===== src/rtl/put_param_pkg.sv =====
// ---------------------------------------------------------------------------
// put_param_pkg
// Shared constants and types for the InexRecur parameter write path
// (put_param) and its buffer (param_fifo). The fetch side uses the same
// widths and state-word layout.
//   PARAM_W      width of each of i, z, k, l
//   POS_W        width of the execution position
//   INEXRECUR_W  packed parameter word {i, z, k, l}
//   STATE_W      state word {valid, position, index}
// ---------------------------------------------------------------------------
package put_param_pkg;

  localparam int PARAM_W         = 8;
  localparam int POS_W           = 4;
  localparam int INEXRECUR_W     = 32;
  localparam int STATE_W         = 17;

  // State-word layout: valid bit 16, position [15:12], entry index [11:0].
  localparam int STATE_VALID_BIT = 16;
  localparam int STATE_POS_LSB   = 12;
  localparam int STATE_IDX_W     = 12;

  typedef enum logic [1:0] {
    ST_IDLE,
    ST_RUN,
    ST_FLUSH,
    ST_DONE
  } put_state_t;

  // One buffered result; the field order fixes the 37-bit FIFO word layout.
  typedef struct packed {
    logic               last;
    logic [POS_W-1:0]   position;
    logic [PARAM_W-1:0] i;
    logic [PARAM_W-1:0] z;
    logic [PARAM_W-1:0] k;
    logic [PARAM_W-1:0] l;
  } param_entry_t;

  localparam int ENTRY_W = $bits(param_entry_t);

  // Builds the occupancy/position record written alongside each parameter word.
  function automatic logic [STATE_W-1:0] pack_state(
    input logic [POS_W-1:0]       position,
    input logic [STATE_IDX_W-1:0] idx
  );
    logic [STATE_W-1:0] word;
    word                                = '0;
    word[STATE_VALID_BIT]               = 1'b1;
    word[STATE_POS_LSB +: POS_W]        = position;
    word[0 +: STATE_IDX_W]              = idx;
    return word;
  endfunction

endpackage


===== src/rtl/param_fifo.sv =====
// ---------------------------------------------------------------------------
// param_fifo
// Synchronous FIFO buffering compute-stage results ahead of the register
// file writes. Supports simultaneous push and pop, including push while full
// when the same cycle pops.
//   clk, rst_n  clock and synchronous active-low reset
//   clr         synchronous flush (drops all contents)
//   push, wdata write side
//   pop, rdata  read side; rdata shows the head entry while not empty
//   full, empty occupancy flags derived from the registered count
// ---------------------------------------------------------------------------
module param_fifo #(
  parameter int DEPTH  = 4,
  parameter int DATA_W = 37
) (
  input  logic              clk,
  input  logic              rst_n,
  input  logic              clr,
  input  logic              push,
  input  logic [DATA_W-1:0] wdata,
  input  logic              pop,
  output logic [DATA_W-1:0] rdata,
  output logic              full,
  output logic              empty
);

  localparam int PTR_W = $clog2(DEPTH);

  logic [DATA_W-1:0] mem [DEPTH];
  logic [PTR_W-1:0]  wptr;
  logic [PTR_W-1:0]  rptr;
  logic [PTR_W:0]    count;
  logic              do_push;
  logic              do_pop;

  // A pop in the same cycle frees the slot a push into a full FIFO needs.
  assign do_pop  = pop && !empty;
  assign do_push = push && (!full || do_pop);

  assign full  = (count == (PTR_W+1)'(DEPTH));
  assign empty = (count == '0);
  assign rdata = mem[rptr];

  // Pointers wrap naturally because DEPTH is a power of two.
  // NOTE: state registers use non-blocking assignments so every flop samples
  // pre-edge values, independent of statement order.
  always_ff @(posedge clk) begin
    if (!rst_n || clr) begin
      wptr  <= '0;
      rptr  <= '0;
      count <= '0;
    end else begin
      if (do_push) wptr <= wptr + PTR_W'(1);
      if (do_pop)  rptr <= rptr + PTR_W'(1);
      count <= count + (PTR_W+1)'(do_push) - (PTR_W+1)'(do_pop);
    end
  end

  // NOTE: the storage array has no reset; count/pointers gate every read, so
  // stale words are never observed and the array maps onto plain RAM/flops.
  always_ff @(posedge clk) begin
    if (do_push) mem[wptr] <= wdata;
  end

endmodule


===== src/rtl/put_param.sv =====
// ---------------------------------------------------------------------------
// put_param
// Write side of the InexRecur parameter path. Accepts (i, z, k, l, position)
// results over valid/ready, buffers them, and drains one per cycle into
// regfile_InexRecur and regfile_state at sequential addresses, then pulses
// write_finish once the batch (terminated by last_in) is fully written.
//   clk, rst_n                      clock, synchronous active-low reset
//   en_put_param                    high starts/keeps a round; low aborts
//   in_valid/in_ready               input handshake
//   i_in, z_in, k_in, l_in          parameters
//   position_in, last_in            execution position, end-of-batch marker
//   waddr/wdata/we_reg_InexRecur    packed parameter write port
//   waddr/wdata/we_reg_state        state record write port (same addr/we)
//   entry_count                     entries written this round
//   overflow                        sticky: an entry was dropped, regfile full
//   write_finish                    one-cycle batch completion pulse
// ---------------------------------------------------------------------------
module put_param
  import put_param_pkg::*;
#(
  parameter int ADDR_W     = 8,
  parameter int FIFO_DEPTH = 4
) (
  input  logic                   clk,
  input  logic                   rst_n,
  input  logic                   en_put_param,
  input  logic                   in_valid,
  output logic                   in_ready,
  input  logic [PARAM_W-1:0]     i_in,
  input  logic [PARAM_W-1:0]     z_in,
  input  logic [PARAM_W-1:0]     k_in,
  input  logic [PARAM_W-1:0]     l_in,
  input  logic [POS_W-1:0]       position_in,
  input  logic                   last_in,
  output logic [ADDR_W-1:0]      waddr_reg_InexRecur,
  output logic [INEXRECUR_W-1:0] wdata_reg_InexRecur,
  output logic                   we_reg_InexRecur,
  output logic [ADDR_W-1:0]      waddr_reg_state,
  output logic [STATE_W-1:0]     wdata_reg_state,
  output logic                   we_reg_state,
  output logic [ADDR_W:0]        entry_count,
  output logic                   overflow,
  output logic                   write_finish
);

  put_state_t   state;
  param_entry_t in_entry;
  param_entry_t head;
  logic         fifo_full;
  logic         fifo_empty;
  logic         fifo_clr;
  logic         active;
  logic         accept;
  logic         pop_fire;
  logic         rf_full;
  logic         last_popped;
  logic [ADDR_W-1:0] wptr;

  assign in_entry = {last_in, position_in, i_in, z_in, k_in, l_in};

  assign active   = (state == ST_RUN) || (state == ST_FLUSH);
  // Drain stops on the very edge that sees the abort, so no write follows it.
  assign pop_fire = active && en_put_param && !fifo_empty;
  assign in_ready = (state == ST_RUN) && (!fifo_full || pop_fire);
  assign accept   = in_valid && in_ready;
  assign fifo_clr = active && !en_put_param;

  // entry_count saturates at 2^ADDR_W, so its MSB alone flags a full regfile.
  assign rf_full  = entry_count[ADDR_W];

  // Both register files share one address and enable.
  assign waddr_reg_state = waddr_reg_InexRecur;
  assign we_reg_state    = we_reg_InexRecur;

  param_fifo #(
    .DEPTH  (FIFO_DEPTH),
    .DATA_W (ENTRY_W)
  ) u_fifo (
    .clk   (clk),
    .rst_n (rst_n),
    .clr   (fifo_clr),
    .push  (accept),
    .wdata (in_entry),
    .pop   (pop_fire),
    .rdata (head),
    .full  (fifo_full),
    .empty (fifo_empty)
  );

  always_ff @(posedge clk) begin
    if (!rst_n) begin
      state               <= ST_IDLE;
      wptr                <= '0;
      entry_count         <= '0;
      overflow            <= 1'b0;
      last_popped         <= 1'b0;
      we_reg_InexRecur    <= 1'b0;
      waddr_reg_InexRecur <= '0;
      wdata_reg_InexRecur <= '0;
      wdata_reg_state     <= '0;
      write_finish        <= 1'b0;
    end else begin
      // Enables and the finish strobe are single-cycle unless re-asserted.
      we_reg_InexRecur <= 1'b0;
      write_finish     <= 1'b0;

      case (state)
        ST_IDLE: begin
          if (en_put_param) begin
            wptr        <= '0;
            entry_count <= '0;
            overflow    <= 1'b0;
            last_popped <= 1'b0;
            state       <= ST_RUN;
          end
        end

        ST_RUN, ST_FLUSH: begin
          if (!en_put_param) begin
            state <= ST_IDLE;
          end else begin
            if (state == ST_RUN && accept && last_in) state <= ST_FLUSH;

            // Wait for the final registered write to retire before finishing.
            if (state == ST_FLUSH && fifo_empty && !we_reg_InexRecur && last_popped) begin
              state        <= ST_DONE;
              write_finish <= 1'b1;
            end

            if (pop_fire) begin
              if (head.last) last_popped <= 1'b1;
              if (rf_full) begin
                overflow <= 1'b1;
              end else begin
                we_reg_InexRecur    <= 1'b1;
                waddr_reg_InexRecur <= wptr;
                wdata_reg_InexRecur <= {head.i, head.z, head.k, head.l};
                wdata_reg_state     <= pack_state(head.position, STATE_IDX_W'(wptr));
                wptr                <= wptr + ADDR_W'(1);
                entry_count         <= entry_count + (ADDR_W+1)'(1);
              end
            end
          end
        end

        ST_DONE: state <= ST_IDLE;

        default: state <= ST_IDLE;
      endcase
    end
  end

endmodule


===== config.mk =====
export PLATFORM = sky130hd
export DESIGN_NAME = put_param
export DESIGN_NICKNAME = d
export VERILOG_FILES = /design/src/rtl/put_param_pkg.sv /design/src/rtl/param_fifo.sv /design/src/rtl/put_param.sv
export SDC_FILE = /design/constraint.sdc
export NUM_CORES = 1
export LEC_CHECK = 0
export ABC_AREA = 0
export CAP_MARGIN = 20
export CORE_MARGIN = 2
export CORE_UTILIZATION = 49
export CTS_CLUSTER_DIAMETER = 150
export DETAILED_ROUTE_END_ITERATION = 8
export GPL_TIMING_DRIVEN = 0
export PLACE_DENSITY = 0.76
export SETUP_SLACK_MARGIN = 0.4
export SYNTH_ARGS = -nofsm -noshare
export SYNTH_HDL_FRONTEND = slang
export SYNTH_SLANG_ARGS = --single-unit
export TNS_END_PERCENT = 50

===== constraint.sdc =====
create_clock -name clk -period 2.8 [get_ports clk]
set_input_delay 0.56 -clock clk [delete_from_list [all_inputs] [get_ports clk]]
set_output_delay 0.56 -clock clk [all_outputs]
set_load 0.05 [all_outputs]

After elaboration in Yosys (flattened, before gate mapping). Memory sizes are Yosys's and may differ from the RTL's. A register that Yosys moved wholly into a read port is not among the register bits. Index checks and enable logic that the tools add are counted.

$add $sub $neg: 6. Equal/unequal tests: 11. Multiplexer cells: 30. Bitwise operators: 1. Reduce and logical (&&, ||, !) cells: 33.

Operators by type and width (count): two-way mux 9 bit (4); two-way mux 8 bit (4); case mux 9 bit (2 select lines) (1); case mux 8 bit (2 select lines) (1); AND reduction 5 bit (3); logical AND 1 bit (12); two-way mux 2 bit (6); != test 2 bit (second input constant) (6); AND reduction 4 bit (3); two-way mux 1 bit (11); adder 9 x 1 -> 9 bit (second input constant) (1); adder 8 x 1 -> 8 bit (second input constant) (1); case mux 2 bit (3 select lines) (1); logical NOT 1 bit (5); adder 2 x 1 -> 2 bit (second input constant) (2); == test 2 bit (second input constant) (2); logical OR 1 bit (4); != test 4 bit (second input constant) (1); case mux 1 bit (2 select lines) (2); adder 3 x 1 -> 3 bit (1); == test 3 bit (second input constant) (1); logical NOT 3 bit (1); AND reduction 3 bit (1); subtractor 3 x 1 -> 3 bit (1); 6 further kinds (6).

Flip-flop bits (word level): 83. RAM bits: 148. Input port bits: 41. Output and inout port bits: 79. Word-level logic and storage cells: 96. Memories kept: 1.

Memory list: u_fifo.mem (words 4, width 37, rd ports 1, clocked after Yosys merged registers in 1, wr ports 1, RTL line param_fifo.sv:29) `logic [DATA_W-1:0] mem [DEPTH];`.

Longest topological paths before layout.
Depth after elaboration: 13. Mapped depth: 13. Gate-level depth less buffers: 12.

Cells and area by module. A second synthesis with hierarchy kept.

Cells, all modules: 593. Area total of the unflattened synthesis: 8768.4 um^2.

Modules (own cells, without submodules): param_fifo (instances 1, cells an instance 243, area each 5794.3 um^2); put_param (instances 1, cells an instance 350, area each 2974.1 um^2).

Worst setup path after synthesis. OpenSTA, ideal clock, no wires.

Path kind: register to register. From: reg state[0]. To: mem u_fifo.mem[1][0] (enable). Setup time: 0.398 ns. Arrival time: 2.351 ns. Slack: 0.051 ns. Stages on the path, launching flop included: 7. Buffers on the path: 1. Period minus slack after synthesis: 2.749 ns. Cells stage by stage: dfxtp_1 > inv_1 > ha_1 > buf_4 > nand2_2 > a31oi_2 > and2_1.

Cells in the longest elaborated chain, start to end: 10.

RTL lines: start, declared (RTL line put_param.sv:46) `put_state_t state;`; start signal, assigned (RTL line put_param.sv:92) `state <= ST_IDLE;`; start signal, assigned (RTL line put_param.sv:114) `state <= ST_RUN;`; start signal, assigned (RTL line put_param.sv:120) `state <= ST_IDLE;`; == test 2 x 1 -> 1 bit / == test 2 bit (equally long branches) (RTL line put_param.sv:61) `assign active = (state == ST_RUN) || (state == ST_FLUSH);`; logical OR 1 bit (*) (RTL line put_param.sv:61); named net active (RTL line put_param.sv:52) `logic active;`; logical AND 1 bit (*) (2 in a row) (RTL line put_param.sv:63) `assign pop_fire = active && en_put_param && !fifo_empty;`; logical OR 1 bit (RTL line put_param.sv:64) `assign in_ready = (state == ST_RUN) && (!fifo_full || pop_fire);`; logical AND 1 bit (RTL line put_param.sv:64); logical AND 1 bit (RTL line put_param.sv:65) `assign accept = in_valid && in_ready;`; logical AND 1 bit (*) (RTL line param_fifo.sv:38) `assign do_push = push && (!full || do_pop);`; named net u_fifo.do_push (RTL line param_fifo.sv:33) `logic do_push;`; two-way mux 1 bit (*) (RTL line param_fifo.sv:62) `if (do_push) mem[wptr] <= wdata;`; two-way mux 1 bit (implied by the code) (*) (RTL line param_fifo.sv:62); end, declared (RTL line param_fifo.sv:29).

The timed path passes the listed nets; every way through them passes the cells marked *.

Worst setup path in the final report.
From: reg waddr_reg_InexRecur[4]. To: out waddr_reg_state[4].

RTL lines: start, declared (RTL line put_param.sv:35) `output logic [ADDR_W-1:0] waddr_reg_InexRecur,`; start signal, assigned (RTL line put_param.sv:136) `waddr_reg_InexRecur <= wptr;`; end, declared (RTL line put_param.sv:38) `output logic [ADDR_W-1:0] waddr_reg_state,`.

No word-level cell between the ends.

==> impl_metrics.py <==
metrics = {
    "floorplanning": {
        "dieWidth_um": 136.7,
        "fp.dieH_um": 136.7,
        "core_area_mm2": 0.01724,
        "num_io_pins": 120,
        "die_area_mm2": 0.01870,
        "initial_core_util": 0.5009,
        "fp-row-count": 48,
    },
    "sta": {
        "setup-tns-final_ns": 0,
        "max_slew_margin": 0.5385,
        "fmax_ghz": 0.4223,
        "holdWs_ns": 0.4583,
        "final_max_slew_viol_count": 0,
        "hold_violations": 0,
        "fin_crit_ns": 2.368,
        "period_share": 0.8457,
        "setup-violations-final": 0,
        "worstMarginPinSlew_ns": 0.6923,
        "fin_skew_ns": 0.008602,
        "rsz0062_at_grt": "yes",
    },
    "logic_synthesis": {
        "seq_area_frac_synth": 0.6932,
        "synth_warnings": 0,
        "synth_area_mm2": 0.008635,
        "ys_seq_elements": 225,
        "synth_area_leaders": "edfxtp_1, dfxtp_1, mux4_2, o2bb2ai_1, nand2_1",
        "async_reset_ff_frac": 0,
        "ys.flop_type": "edfxtp_1",
        "yosysTopAreaCell": "edfxtp_1",
        "synth_top_area_frac": 0.5147,
        "synth_cells": 553,
        "avgSynthCellArea_um2": 15.61,
        "synth_edf_count": 148,
        "synth.distinct_cells": 48,
    },
    "detailed_routing": {
        "post_drt_wl_per_cell_um": 18.71,
        "drt_pass1_iterations": 4,
        "ant_nets": 0,
        "num_vias": 5072,
        "post_drt_via_cell_ratio": 5.333,
        "wl_um": 17800,
        "drt_iter0_markers": 299,
        "drc": 0,
    },
    "run": {
        "max-cap-violations": 0,
    },
    "clocking": {
        "clkTransAtPathRegs_ns": 0.06,
        "insertion_delay_ns": 0.51,
        "clockBufferDepth": 3,
        "cts_inserted_buffers": 23,
        "htree_levels": 1,
        "holdBufCountCts": 0,
        "clkSinkCount": 225,
        "cts-root-buf": "clkbuf_16",
        "cts_tree": "built",
    },
    "placed_design": {
        "place_congestion": 0.8280,
        "placed_cell_area_mm2": 0.01010,
        "io_buffers": 115,
        "hpwl_um": 11140,
    },
    "setup_path": {
        "reg2reg_from": "state[0]",
        "arrival_ns": 1.81,
        "setup.worst_path.class": "register to primary output",
        "startpoint_type": "register",
        "worst-path-max-fanout": 4,
        "cp-startpoint": "waddr_reg_InexRecur[4]",
        "cp.required_ns": 2.24,
        "end_kind": "primary output",
    },
    "final_layout": {
        "synthToLayoutAreaGrowth_pct": 27.59,
        "drive_gt1_frac": 0.1942,
        "nFillCells": 1219,
        "fin_area_mm2": 0.01102,
        "n_antenna_cell": 0,
        "fin_nets": 763,
        "post-route-util": 0.6392,
    },
    "power_and_ir_drop": {
        "ir_drop_v": 0.0005546,
        "p_per_area_mw_per_mm2": 660.7,
        "p_leak_nw": 3.840,
    },
    "worst_hold_path": {
        "worst_hold_startpoint": "wdata_reg_InexRecur[15]",
        "hold_path_class": "register to register",
    },
    "grt": {
        "track_usage": 0.1925,
        "antenna_found_initial": 0,
        "grt_pass1_wl_um": 27190,
        "grt_max_degree": 38,
        "overflow": 0,
        "grt_pass1_vias": 5152,
    },
    "outcome": {
        "status": "completed",
    },
}
-- routing by layer --
layer,routed length [um],track usage,vias to the layer above
met5,0,0,-
met4,422,0.06134,0
met3,1220,0.03741,33
met2,9013,0.3361,187
met1,7140,0.2426,2486
li1,-,-,2366
-- stage by stage --
step,cells,setup slack (ns),power [mW]
global route,951,0.3427,7.537
CTS,942,0.3774,7.319
floorplan,556,0.05150,4.175
global placement,896,-1.105,4.401
finish,951,0.4320,7.279
detailed placement,897,-0.4574,4.428
-- synthesized netlist by cell type (all sizes together) (3+ instances only) --
cell type	n
clkbuf	13
nand4	3
o2bb2ai	36
a21boi	7
nor3	7
xnor2	14
inv	12
and2	6
a31oi	3
nor2	31
edfxtp	148
dfxtp	77
mux4	37
nand3	4
a21oi	9
buf	35
ha	12
o21ai	4
nand2	65
-- critical path, cell delays in order (launching register included) --
cell and delay, ns:
dfxtp_1 0.39, buf_4 0.13, clkdlybuf4s50_1 0.79
-- power by group --
part	switching (mW)	internal, mW	total [mW]
logic	0.424	0.313	0.737
clock network	1.19	1.67	2.86
registers	0.0526	3.63	3.68
total	1.67	5.61	7.28
-- cells by family after synthesis --
logic type / share of synthesized area
other: 0.0004343
AOI/OAI and AO/OA: 0.06086
xor gates and xnor gates: 0.01623
muxes: 0.09767
and+or+nand+nor: 0.07347
adders and majority gates: 0.01971
buffers and inverters: 0.03840
DFF: 0.6932
-- state kept, by name, indices dropped and copies added (netlist names), named ones only --
| register | count |
|---|---|
| u_fifo.mem | 148 |
| wdata_reg_InexRecur | 32 |
| entry_count | 9 |
| wptr | 8 |
| waddr_reg_InexRecur | 7 |
| wdata_reg_state | 6 |
| u_fifo.count | 3 |
| state | 2 |
| u_fifo.rptr | 2 |
| u_fifo.wptr | 2 |
| last_popped | 1 |
| overflow | 1 |
| we_reg_InexRecur | 1 |
| write_finish | 1 |
-- cell usage in the layout, fill, tap and decap left out, drive strengths merged, types with 6 or more instances in the layout --
cell / n
nor2: 31
a21boi: 7
clkbuf: 46
ha: 12
buf: 49
clkdlybuf4s50: 102
dfxtp: 77
mux4: 37
nor3: 7
xnor2: 14
dlymetal6s2s: 11
inv: 14
and2: 6
nand2: 65
a21oi: 9
edfxtp: 148
o2bb2ai: 36
-- final timing paths --
kind                             endpoint  slack [ns]  cells after the start
setup reg to reg          u_fifo.count[2]        0.47                     13
hold reg to reg   wdata_reg_InexRecur[15]        0.46                      2
hold / removal    wdata_reg_InexRecur[15]        0.46                      2
setup / recovery       waddr_reg_state[4]        0.43                      2
-- timing repair --
action / in CTS / in global routing
pin swaps: 4 / 6
gates resized for setup: 24 / 19
setup endpoints to repair: 159 / 40
buffers inserted: 3 / 9
-- cell type report --
type | instances | area [um2] | area share
Clock buffer | 33 | 633.1 | 0.05747
Inverter | 12 | 47.55 | 0.004316
Timing Repair Buffer | 128 | 1285 | 0.1166
Tap cell | 225 | 281.5 | 0.02555
Sequential cell | 225 | 5991 | 0.5438
Buffer | 48 | 300.3 | 0.02726
Clock inverter | 9 | 73.82 | 0.006701
Multi-Input combinational cell | 271 | 2405 | 0.2183
No activity file was read; power rests on OpenSTA's default activity.
